### config.mk
export PLATFORM = sky130hd
export DESIGN_NAME = xy_route_lock
export DESIGN_NICKNAME = d
export VERILOG_FILES = /design/src/rtl/noc_pkg.sv /design/src/rtl/xy_route_calc.sv /design/src/rtl/xy_route_lock.sv
export SDC_FILE = /design/constraint.sdc
export NUM_CORES = 1
export LEC_CHECK = 0
export CELL_PAD_IN_SITES_DETAIL_PLACEMENT = 1
export CELL_PAD_IN_SITES_GLOBAL_PLACEMENT = 1
export CORE_ASPECT_RATIO = 1.5
export CORE_MARGIN = 5
export CORE_UTILIZATION = 35
export CTS_BUF_LIST = sky130_fd_sc_hd__clkbuf_8
export DETAILED_ROUTE_END_ITERATION = 12
export GPL_ROUTABILITY_DRIVEN = 0
export GPL_TIMING_DRIVEN = 1
export PLACE_DENSITY_LB_ADDON = 0.1
export SYNTH_ARGS = -nofsm -noshare
export SYNTH_HDL_FRONTEND = slang
export SYNTH_SLANG_ARGS = --single-unit
### constraint.sdc
create_clock -name clk -period 3.25 [get_ports clk]
set_input_delay 0.65 -clock clk [delete_from_list [all_inputs] [get_ports clk]]
set_output_delay 0.65 -clock clk [all_outputs]
set_load 0.02 [all_outputs]
### src/rtl/noc_pkg.sv
// noc_pkg: shared NoC port codes, flit type codes, port_en bit positions and header field helpers.
package noc_pkg;

    localparam logic [3:0] PORT_NONE = 4'd0;
    localparam logic [3:0] PORT_L    = 4'd1;
    localparam logic [3:0] PORT_E    = 4'd2;
    localparam logic [3:0] PORT_N    = 4'd3;
    localparam logic [3:0] PORT_W    = 4'd4;
    localparam logic [3:0] PORT_S    = 4'd5;

    localparam int EN_L = 0;
    localparam int EN_E = 1;
    localparam int EN_W = 2;
    localparam int EN_S = 3;
    localparam int EN_N = 4;

    typedef enum logic [1:0] {
        FT_BODY     = 2'b00,
        FT_TAIL     = 2'b01,
        FT_HDR      = 2'b10,
        FT_HDR_TAIL = 2'b11
    } flit_type_t;

    typedef enum logic {
        IDLE = 1'b0,
        LOCK = 1'b1
    } state_t;

    function automatic int y_lsb();
        return 0;
    endfunction

    function automatic int x_lsb(input int yw);
        return yw;
    endfunction

    function automatic int type_lsb(input int fw);
        return fw - 2;
    endfunction

    // Codes outside 1..5 decode to no enable at all.
    function automatic logic [4:0] port_onehot(input logic [3:0] p);
        return p == PORT_L ? 5'b1 << EN_L :
               p == PORT_E ? 5'b1 << EN_E :
               p == PORT_W ? 5'b1 << EN_W :
               p == PORT_S ? 5'b1 << EN_S :
               p == PORT_N ? 5'b1 << EN_N : 5'b0;
    endfunction

endpackage

### src/rtl/xy_route_calc.sv
// xy_route_calc: combinational XY dimension-order route with destination range check.
module xy_route_calc
    import noc_pkg::*;
#(
    parameter int XW         = 2,
    parameter int YW         = 2,
    parameter int X_NODE_NUM = 4,
    parameter int Y_NODE_NUM = 4,
    parameter int CUR_X      = 0,
    parameter int CUR_Y      = 1
) (
    input  logic [XW-1:0] i_xd,
    input  logic [YW-1:0] i_yd,
    output logic [3:0]    o_port_num,
    output logic          o_dest_err
);

    localparam logic [XW:0] CX = (XW+1)'(CUR_X);
    localparam logic [YW:0] CY = (YW+1)'(CUR_Y);
    localparam logic [XW:0] XN = (XW+1)'(X_NODE_NUM);
    localparam logic [YW:0] YN = (YW+1)'(Y_NODE_NUM);

    logic signed [XW:0] w_xdiff;
    logic signed [YW:0] w_ydiff;
    logic               w_xpos, w_xneg, w_ypos, w_yneg;

    assign w_xdiff    = $signed({1'b0, i_xd}) - $signed(CX);
    assign w_ydiff    = $signed({1'b0, i_yd}) - $signed(CY);
    assign w_xneg     = w_xdiff[XW];
    assign w_xpos     = !w_xdiff[XW] && |w_xdiff;
    assign w_yneg     = w_ydiff[YW];
    assign w_ypos     = !w_ydiff[YW] && |w_ydiff;
    assign o_dest_err = ({1'b0, i_xd} >= XN) || ({1'b0, i_yd} >= YN);

    // X is resolved fully before Y; unreachable destinations are sunk locally.
    assign o_port_num = o_dest_err ? PORT_L :
                        w_xpos     ? PORT_E :
                        w_xneg     ? PORT_W :
                        w_ypos     ? PORT_S :
                        w_yneg     ? PORT_N : PORT_L;

endmodule

### src/rtl/xy_route_lock.sv
// xy_route_lock: per-input-port XY route compute that locks the output port for a wormhole packet
// and registers flit, port number and one-hot enable behind a valid/ready handshake.
module xy_route_lock
    import noc_pkg::*;
#(
    parameter int X_NODE_NUM       = 4,
    parameter int Y_NODE_NUM       = 4,
    parameter int X_NODE_NUM_WIDTH = 2,
    parameter int Y_NODE_NUM_WIDTH = 2,
    parameter int CUR_X            = 0,
    parameter int CUR_Y            = 1,
    parameter int FLIT_WIDTH       = 16
) (
    input  logic                  clk,
    input  logic                  rst,
    input  logic [FLIT_WIDTH-1:0] in_flit,
    input  logic                  in_valid,
    output logic                  in_ready,
    output logic [FLIT_WIDTH-1:0] out_flit,
    output logic                  out_valid,
    input  logic                  out_ready,
    output logic [3:0]            port_num,
    output logic [4:0]            port_en,
    output logic                  locked,
    output logic                  err
);

    localparam int XW = X_NODE_NUM_WIDTH;
    localparam int YW = Y_NODE_NUM_WIDTH;

    state_t                r_state, w_nstate;
    logic [FLIT_WIDTH-1:0] r_flit;
    logic                  r_valid;
    logic [3:0]            r_port_num;
    logic [3:0]            r_locked_port;
    logic                  r_err;

    flit_type_t            w_type;
    logic [XW-1:0]         w_xd;
    logic [YW-1:0]         w_yd;
    logic [3:0]            w_route;
    logic                  w_dest_err;
    logic                  w_accept;
    logic                  w_is_hdr;
    logic                  w_fwd;
    logic [3:0]            w_port;
    logic [3:0]            w_nlocked;
    logic                  w_err;

    assign w_type   = flit_type_t'(in_flit[type_lsb(FLIT_WIDTH) +: 2]);
    assign w_xd     = in_flit[x_lsb(YW) +: XW];
    assign w_yd     = in_flit[y_lsb() +: YW];
    assign w_is_hdr = w_type[1];
    assign in_ready = !r_valid || out_ready;
    assign w_accept = in_valid && in_ready;

    xy_route_calc #(
        .XW         (XW),
        .YW         (YW),
        .X_NODE_NUM (X_NODE_NUM),
        .Y_NODE_NUM (Y_NODE_NUM),
        .CUR_X      (CUR_X),
        .CUR_Y      (CUR_Y)
    ) u_calc (
        .i_xd       (w_xd),
        .i_yd       (w_yd),
        .o_port_num (w_route),
        .o_dest_err (w_dest_err)
    );

    // A header always recomputes the route; in LOCK it also flags the missing tail.
    always_comb begin
        w_nstate  = r_state;
        w_fwd     = 1'b0;
        w_port    = r_locked_port;
        w_nlocked = r_locked_port;
        w_err     = 1'b0;
        if (w_accept) begin
            if (w_is_hdr) begin
                w_fwd     = 1'b1;
                w_port    = w_route;
                w_nlocked = w_route;
                w_err     = w_dest_err || r_state == LOCK;
                w_nstate  = w_type == FT_HDR ? LOCK : IDLE;
            end else begin
                w_fwd    = r_state == LOCK;
                w_err    = r_state == IDLE;
                w_nstate = (r_state == LOCK && w_type == FT_BODY) ? LOCK : IDLE;
            end
        end
    end

    always_ff @(posedge clk or negedge rst) begin
        if (!rst) begin
            r_state       <= IDLE;
            r_valid       <= 1'b0;
            r_flit        <= '0;
            r_port_num    <= PORT_NONE;
            r_locked_port <= PORT_NONE;
            r_err         <= 1'b0;
        end else begin
            r_state       <= w_nstate;
            r_err         <= w_err;
            r_locked_port <= w_nlocked;
            r_valid       <= w_accept ? w_fwd : r_valid && !out_ready;
            if (w_accept && w_fwd) begin
                r_flit     <= in_flit;
                r_port_num <= w_port;
            end
        end
    end

    assign out_flit  = r_flit;
    assign out_valid = r_valid;
    assign port_num  = r_port_num;
    assign port_en   = port_onehot(r_port_num);
    assign locked    = r_state == LOCK;
    assign err       = r_err;

endmodule

* Word-level counts from Yosys, hierarchy flattened *
Index checks and enable logic that the tools add are counted.

cells by class
  $add $sub $neg = 1
  eq/ne operators = 6
  mux-type cells = 18
  bitwise logic cells = 1
  reductions and logical operators = 12

operator list
  kind                                                                 count
  5-bit two-way mux                                                    5
  4-bit two-way mux                                                    4
  4-bit by 2-bit == test with 1-bit output (second input constant)     2
  4-bit by 3-bit == test with 1-bit output (second input constant)     2
  1-bit two-way mux                                                    8
  1-bit logical AND                                                    5
  4-bit by 1-bit == test with 1-bit output (second input constant)     1
  1-bit logical NOT                                                    3
  3-bit OR reduction                                                   1
  2-bit by 1-bit subtractor with 3-bit output (second input constant)  1
  2-bit == test (second input constant)                                1
  2-bit logical NOT                                                    1
  2-bit two-way mux                                                    1
  2-bit OR reduction                                                   1
  1-bit logical OR                                                     1
  1-bit NOT                                                            1

storage, ports and cells
  register bits = 27
  input bits = 20
  output and inout bits = 29
  logic and storage cells = 44

* Longest topological paths before layout *
  depth after elaboration = 7
  gate-level depth with buffers = 6
  gate-level depth less buffers = 5

* By module *
From an unflattened synthesis, not the netlist that was laid out.

second synthesis, totals
  cells, all modules = 82
  area, all modules = 1228.7 sq um

modules (own cells, without submodules)
  module         times used  cells an instance  area each (sq um)  seq. area each (sq um)
  xy_route_lock  1           76                 1192.4             675.6
  xy_route_calc  1           6                  36.3               0.0

* Least setup slack after synthesis *
Ideal clock, no wire load.

  path kind = register -> output
  from = register r_port_num[1] (netlist: port_num[1])
  to = output port_en[2]
  data arrival time = 1.301 ns
  required time = 2.600 ns
  slack = 1.299 ns
  cell stages (with the launch flop) = 2
  path buffers = 0
  path through = dfrtp_1 nor4b_1

on the way
  cells in the longest elaborated chain, start to end = 5
  elaborated cells between the ends (all ways) = 8

ends and longest elaborated chain
  item                                      RTL line              text
  start, declared                           xy_route_lock.sv:34   logic [3:0] r_port_num;
  start signal, assigned                    xy_route_lock.sv:108  r_port_num <= w_port;
  4-bit by 3-bit == test with 1-bit output  noc_pkg.sv:46         p == PORT_S ? 5'b1 << EN_S :
  5-bit two-way mux                         noc_pkg.sv:46
  5-bit two-way mux                         noc_pkg.sv:45         p == PORT_W ? 5'b1 << EN_W :
  5-bit two-way mux                         noc_pkg.sv:44         p == PORT_E ? 5'b1 << EN_E :
  5-bit two-way mux *                       noc_pkg.sv:43         return p == PORT_L ? 5'b1 << EN_L :
  end, declared                             xy_route_lock.sv:23   output logic [4:0] port_en,

Mark *: on every way between the ends. The rest lies on a longest branch, timed or not.

* Worst setup path after layout *
  from = input out_ready
  to = output in_ready

on the way
  cells in the longest elaborated chain, start to end = 1

ends and longest elaborated chain
  item              RTL line             text
  start, declared   xy_route_lock.sv:21  input logic out_ready,
  1-bit logical OR  xy_route_lock.sv:54  assign in_ready = !r_valid || out_ready;
  end, declared     xy_route_lock.sv:18  output logic in_ready,

No other way between the ends.

==> impl_results.md <==
- Clock Latency Late Sink: 270 ps
- Post-CTS Repair Setup Buffers: 0
- Worst setup EP type: output pin
- Placed cells: 176
- CTS max path bufs: 2
- Worst slew margin: 58.1%
- Total number of vias: 892
- Fraction of layout cells with a size suffix above 1: 19.3%
- Die Width: 56.6 µm
- Syn avg cell area: 12.8 µm²
- Critical Path Source Type: input pin
- First-pass GRT wire length: 4820 µm
- RSZ-0062 raised after global routing: no
- Mapped Cells: 89
- Total track usage: 14.0%
- Critical path type: input pin to output pin
- # clock sinks: 27
- Iter 0 DRT Violations: 9
- Critical path arrival: 2180 ps
- Max stage delay on crit path: 550 ps
- Routed wire length: 3000 µm
- Fin nets: 162
- P&R area growth vs syn: 49.3%
- Antenna cells: 0
- Worst slew pin tran: 627 ps
- Die height: 79.9 µm
- Vias in the first global route: 1028
- Post-cts resize count: 0
- Top delay family on crit path: buffers and inverters
- Area of the core: 3160 µm²
- CP required: 2600 ps
- Final ANT Viol Nets: 0
- Setup tns final: 0 ps
- Fin crit share: 87.2%
- HP Class: register to register
- Synth warn: 0
- Max_cap viols: 0
- First-pass DRT Iterations: 2
- PortBufs: 48
- CTS tree: built
- P_leak: 0.000727 µW
- H-Tree Level Count: 1
- Synth Register Bits: 27
- Row count: 25
- CTS root buffer: clkbuf_8
- CP Cell Sequence: clkdlybuf4s50_1 -> nor2b_1 -> inv_2 -> clkdlybuf4s50_1
- Post-synth ARST share: 100%
- I/O pins: 49
- WP buf/inv: 3
- Fmax: 0.353 GHz
- Fin crit period: 2830 ps
- Initial core utilization: 36.0%
- GR Overflow Total: 0
- Sequential cell area fraction in the yosys report: 59.3%
- Critical path's slowest cell: clkdlybuf4s50_1
- Vias per inst: 4.96
- Post-route non-filler standard cell count: 180
- CTS Buf Count: 3
- Clk_skew: 2.57 ps
- Largest net degree at the start of global routing: 28
- Max IR drop VDD: 0.425 mV
- Initial antenna violation count: 0
- Wire length per cell after detailed routing: 16.7 µm
- FF-to-FF setup slack: 1450 ps
- Peak fanout along the critical path: 8
- Fin. max-slew vios: 0
- HPWL Detailed: 2360 µm
- Final Hold Viols: 0
- Post-synth EDFFs: 0
- Synth unique cells: 24
- DRC Markers: 0
- Clk slew on worst S/H paths: 90 ps
- Ys flop type: dfrtp_1
- Crit-path most repeated cell: clkdlybuf4s50_1
- Mapped Nets: 110
- Status: finished, final reports clean
- PwrDens: 625 nW/µm²
- Filler cells: 347
- DIE AREA: 4520 µm²
- Final setup violation count: 0
- Post-Syn Area: 1140 µm²
- Hold Buf Count CTS: 0
[metrics by stage]
step	power (µW)	area, µm²	hold WS, ps	setup slack [ps]	utilization, %
2_1_floorplan	663	1140	354	1300	-
3_3_place_gp	871	1650	472	441	52.4
3_5_place_dp	888	1650	497	400	52.4
4_1_cts	1090	1700	520	384	53.8
5_1_grt	1130	1700	540	340	53.8
6_report	1060	1700	515	416	53.8
[per-layer routing]
layer / up-vias / share of wire (%) / track usage [%]
met1: 450 / 32 / 12.0
met5: - / 0 / 0
li1: 415 / - / -
met2: 25 / 62 / 29.6
met4: 0 / 0.50 / 4.99
met3: 2 / 6.1 / 3.40
[cells in the final DEF (no fill, tap or decap), drive strengths merged]
cell type | netlist | final
nand4 | 1 | 1
o21ai | 4 | 4
a21oi | 2 | 2
a31oi | 5 | 5
dfrtp | 27 | 27
nand3 | 2 | 2
ha | 1 | 1
clkbuf | 0 | 3
clkinv | 0 | 1
nand2 | 6 | 6
buf | 3 | 2
o2111a | 1 | 1
o31ai | 3 | 3
inv | 6 | 6
mux2 | 16 | 16
nor4b | 1 | 1
and3 | 1 | 1
nor4bb | 1 | 1
and2 | 1 | 1
nor3 | 2 | 2
nor2 | 5 | 5
nor2b | 1 | 1
clkdlybuf4s50 | 0 | 48
[layout make-up]
type / instances / area [µm²] / share of cell area [%]
well taps: 40 / 50.0 / 2.94
flip-flops and latches: 27 / 676 / 39.7
multi-input cells: 53 / 410 / 24.1
repair buffers: 50 / 495 / 29.1
clock buffers: 3 / 41.3 / 2.43
clock inverters: 1 / 5.00 / 0.294
inverters: 6 / 22.5 / 1.32
[cells in the mapped netlist (2+ instances only)]
library cell  instances  area, µm²
inv_2                 2       7.51
mux2_2               16        180
o31ai_1               3       22.5
buf_6                 2       22.5
dfrtp_1              27        676
a21oi_1               2       10.0
inv_1                 4       15.0
nor2_1                5       18.8
o21ai_0               4       20.0
a31oi_1               5       31.3
nand2_1               6       22.5
[report_power, final]
part / internal (µW) / switching, µW / total [µW]
Clock: 85.9 / 104 / 190
Combinational: 219 / 205 / 424
Sequential: 404 / 45.1 / 449
[sequential cells by signal, summed over array words and instances, names as in the netlist]
name,cells
locked,1
out_valid,1
err,1
out_flit,16
port_num,4
r_locked_port,4
[worst reg2reg max path: stages (launching register included)]
cell,delay (ps)
dfrtp_1,350
nor2b_1,520
inv_2,70
buf_4,190
nand3_2,190
mux2_2,370
[logic make-up after synthesis]
| kind of cell | share of synthesized area [%] |
|---|---|
| AOI/OAI and AO/OA | 8.35 |
| muxes | 15.8 |
| and+or+nand+nor | 10.8 |
| adders and majority gates | 1.10 |
| DFF | 59.3 |
| buffers and inverters | 4.62 |
[path summary, 6_finish.rpt]
kind / cells after the start / end / from
hold reg to reg: 2 / r_locked_port[1]$_DFF_PN0_ / r_locked_port[1]$_DFF_PN0_
hold / removal: 2 / r_locked_port[1]$_DFF_PN0_ / r_locked_port[1]$_DFF_PN0_
max in group asynchronous: 2 / out_flit[2]$_DFFE_PN0P_ / rst
setup / recovery: 4 / in_ready / out_ready
setup reg to reg: 5 / out_flit[0]$_DFFE_PN0P_ / out_valid$_DFF_PN0_
min in group asynchronous: 2 / err$_DFF_PN0_ / rst
Power figures use the tool's default switching activity.
==> RTL change 1, RTL diff (same settings) <==
Change the parameter `X_NODE_NUM_WIDTH` from 2 to 4.
--- a/src/rtl/xy_route_lock.sv
+++ b/src/rtl/xy_route_lock.sv
@@ -6,5 +6,5 @@
     parameter int X_NODE_NUM       = 4,
     parameter int Y_NODE_NUM       = 4,
-    parameter int X_NODE_NUM_WIDTH = 2,
+    parameter int X_NODE_NUM_WIDTH = 4,
     parameter int Y_NODE_NUM_WIDTH = 2,
     parameter int CUR_X            = 0,
Formal check against the unedited RTL: not equivalent (Yosys sat finds a counterexample within 4 cycles, from zero or initial values and one cycle with rst low).
==> RTL change 1 against the original RTL <==
  * Sequential cell count unchanged
  * Register-to-register slack gained 340 ps
  * Via count shrank 7.2%
  * Area after synthesis fell by 1.9%
  * Routed wire length shrank 7.3%
  * Synthesized cell count fell by 10%
  * Power shrank 3.3%
  * Highest routed layer unchanged
  * Worst setup slack better by 310 ps
  * Hold slack lost 30 ps
  * Sequential share of layout area up 0.21 points
  * Design area is 0.52% lower
==> RTL change 1: results (changes against the original RTL) <==
[outcome]
outcome = finished, final reports clean  ; unchanged

[grt]
grt_first_pass_wirelength_um = 4710  ; was 4820 um
grt_use_total_pct = 13.6  ; was 14.0%
grt_pass1_vias = 919  ; was 1028

[route]
drt-total-wl_um = 2780  ; was 3000 um
vias = 828  ; was 892
drtIter0Drc = 11  ; was 9

[logic_synthesis]
synth_flop_cell = dfrtp_1  ; unchanged
yosys.area_share.adder_pct = 0  ; was 1.10%
ys_types = 22  ; was 24
syn-num-nets = 100  ; was 110
yosysSeqAreaShare_pct = 60.5  ; was 59.3%
synth_compound_area_share_pct = 3.47  ; was 8.35%
synthMuxAreaShare_pct = 20.8  ; was 15.8%

[sta]
slew_headroom_pct = 77.8  ; was 58.1%
fin_skew_ps = 5.17  ; was 2.57 ps

[power_and_ir_drop]
seqPwrFrac_pct = 43.2  ; was 42.2%
ir_drop_v = 0.000412  ; was 0.000425 V
p_comb_share_pct = 38.4  ; was 39.9%
leakage_nw = 0.720  ; was 0.727 nW

[critical_path]
worstPathMaxFanout = 7  ; was 8
cpPeakStageDelay_ps = 610  ; was 550 ps
critical_path_arrival_ps = 1870  ; was 2180 ps
cp_slowest_cell = clkdlybuf4s50_1  ; unchanged

[finish]
drive_gt1_share_pct = 21.2  ; was 19.3%
fin_cells = 172  ; was 180
fin_nets = 153  ; was 162

[placed_design]
dpl.hpwl_um = 2210  ; was 2360 um

## RTL change 1: cell count changes after synthesis, moves of 2 or more
cell and change:
inv_1 -3, a31oi_1 -4, mux2_2 +2, mux2_4 +2, nor2_1 -2, o31ai_1 -3
nand3_1 +2, o21ai_0 -2, nor4b_1 +2, inv_2 -2
## RTL change 1: final timing paths
path	depth (start not counted)	endpoint	slack (ps)	start
setup / recovery	3	in_ready	730	out_ready
hold / removal	2	out_flit[15]	490	out_flit[15]
setup reg to reg	4	port_num[0]	1790	out_valid
hold reg to reg	2	out_flit[15]	490	out_flit[15]
max in group asynchronous	2	port_num[0]	2250	rst
min in group asynchronous	2	out_valid	740	rst
## RTL change 1: worst reg2reg max path, delay by kind of cell (launching register included)
family	cells	cell delay, ps
flip-flops	1	420
multiplexers	2	580
AND/OR/NAND/NOR	2	350
## RTL change 1: layer usage
| metal | vias to the layer above | GRT usage, % | share of wire [%] | wire length, um |
|---|---|---|---|---|
| li1 | 387 | - | - | - |
| met1 | 414 | 15.1 | 39 | 1090 |
| met2 | 23 | 24.7 | 55 | 1540 |
| met3 | 4 | 2.76 | 3.8 | 106 |
| met4 | 0 | 6.18 | 1.6 | 44 |
| met5 | - | 0 | 0 | 0 |
## RTL change 1: cells by family (layout without fill, tap and decap cells)
family                 count (synthesis)  after routing
AO/OA/AOI/OAI                          7              7
buffers and inverters                  4             56
flip-flops                            27             27
multiplexers                          20             20
AND/OR/NAND/NOR                       22             22
## RTL change 1: final cells by class
class	instances	area [sq um]
clock buffers	3	41.3
clock inverters	1	3.75
fillers	331	1440
inverters	1	3.75
multi-input cells	49	414
flip-flops and latches	27	676
well taps	40	50.0
repair buffers	51	503
==> RTL change 2, RTL diff (same settings) <==
Without the edit above. Register the output `err` once more; this adds one clock of latency there. The other outputs are not delayed to match.
--- a/src/rtl/xy_route_lock.sv
+++ b/src/rtl/xy_route_lock.sv
@@ -116,5 +116,7 @@
     assign port_en   = port_onehot(r_port_num);
     assign locked    = r_state == LOCK;
-    assign err       = r_err;
+    always_ff @(posedge clk) begin
+        err <= r_err;
+    end
 
 endmodule
Formal check against the unedited RTL: not equivalent (Yosys sat finds a counterexample within 4 cycles, from zero or initial values and one cycle with rst low).
==> RTL change 2 against the original RTL <==
  * Utilization up 0.59 points
  * Power up 1.6%
  * Clock skew about the same
  * Design area up 1.1%
  * Sequential cell count up 1
  * Highest routed layer unchanged
  * Worst setup slack about the same
  * Routed wire length up 3.0%
  * Critical path type unchanged
  * Area after synthesis up 1.8%
  * Sequential share of layout area up 0.73 points
  * Global-route usage down 0.21 points
  * Die area up 1.5%
==> RTL change 2: results (changes against the original RTL) <==
[logic_synthesis]
ys_types = 25  ; was 24
yosysSeqAreaShare_pct = 60.0  ; was 59.3%
synthArstFlopShare_pct = 96.4  ; was 100%
syn_inst = 90  ; was 89
syn-num-nets = 111  ; was 110
synth_area_leaders = dfrtp_1 58%, mux2_2 16%, a31oi_1 2.7%, buf_6 1.9%, nand2_1 1.9%  ; was dfrtp_1 59%, mux2_2 16%, a31oi_1 2.7%, buf_6 2.0%, nand2_1 2.0%

[finish]
fin_nets = 163  ; was 162
drive_gt1_share_pct = 18.4  ; was 19.3%
largest_reg_flops = 16  ; unchanged
fin_cells = 181  ; was 180

[grt]
grt_pass1_vias = 993  ; was 1028
grt_first_pass_wirelength_um = 4780  ; was 4820 um
grt_max_degree = 28  ; unchanged
gr-usage-met1_pct = 12.2  ; was 12.0%
grt_use_total_pct = 13.8  ; was 14.0%
met3_usage_pct = 3.22  ; was 3.40%
use_met2_pct = 29.2  ; was 29.6%

[placed_design]
place_ws_ps = 394  ; was 400 ps
placed_cell_area_sq_mm = 0.00167  ; was 0.00165 sq mm
dpl.hpwl_um = 2500  ; was 2360 um

[critical_path]
critical_path_arrival_ps = 2180  ; about the same
cpPeakStageDelay_ps = 570  ; was 550 ps
reg2reg_slack_ps = 1430  ; was 1450 ps
worstPathMaxFanout = 8  ; unchanged
rr_endpoint = out_flit[14]  ; was out_flit[0]
r2r-start = out_valid  ; unchanged

[cts]
ctsRootBufferMaster = clkbuf_8  ; unchanged

[outcome]
outcome = finished, final reports clean  ; unchanged

[route]
viasPerCell = 5.04  ; was 4.96
drtIter0Drc = 18  ; was 9
wl_per_cell_um = 17.1  ; was 16.7 um

[sta]
slew_headroom_pct = 58.6  ; was 58.1%
fin_skew_ps = 2.48  ; was 2.57 ps
fin_hold_ws_ps = 366  ; was 515 ps

[power_and_ir_drop]
ir_drop_v = 0.000394  ; was 0.000425 V
leakage_nw = 0.737  ; was 0.727 nW

[min_path]
min_to = err  ; was r_locked_port[1]
holdCritStartpoint = r_err  ; was r_locked_port[1]
hold_depth = 0  ; was 2

RTL change 2: cell count changes in the layout (fill, tap and decap cells not counted), sizes merged:
cell    before  now
clkinv       1    0
dfxtp        0    1
inv          6    7
RTL change 2: cell families (layout without fill, tap and decap cells):
group	count (synthesis)	after routing	share of synthesized area [%]
and+or+nand+nor	21	21	10.6
buffers and inverters	9	60	4.54
muxes	16	16	15.6
AOI/OAI and AO/OA	15	15	8.21
DFF	28	28	60.0
adders and majority gates	1	1	1.08
RTL change 2: area by class of cell:
class / count / area, sq um
Clock buffer: 3 / 41.3
Sequential cell: 28 / 696
Inverter: 6 / 22.5
Multi-Input combinational cell: 53 / 410
Timing Repair Buffer: 50 / 495
Fill cell: 343 / 1440
Tap cell: 40 / 50.0
Clock inverter: 1 / 3.75
RTL change 2: how the worst max path moves through the flow:
stage	from	end	slack [ps]	cells past startpoint
final	out_ready	in_ready	420	4
after global placement	out_ready	in_ready	440	4
after floorplan	port_num[1]	port_en[2]	1300	1
after detailed placement	out_ready	in_ready	390	4
after CTS	out_ready	in_ready	400	4
after global routing	out_ready	in_ready	350	4
RTL change 2: power breakdown:
group	leakage, nW	switching (mW)	internal, mW
registers	0.332	0.0468	0.418
clock network	0.0269	0.101	0.0846
logic	0.378	0.210	0.219
total	0.737	0.358	0.721
RTL change 2: per-layer routing:
metal | up-vias | routed length, um
met5 | - | 0
met4 | 0 | 33
met3 | 4 | 169
met2 | 30 | 1870
met1 | 460 | 1020
li1 | 418 | -
RTL change 2: critical path, delay by kind of cell:
kind / cells / cell delay (ps)
buffers and inverters: 3 / 1050
and+or+nand+nor: 1 / 490
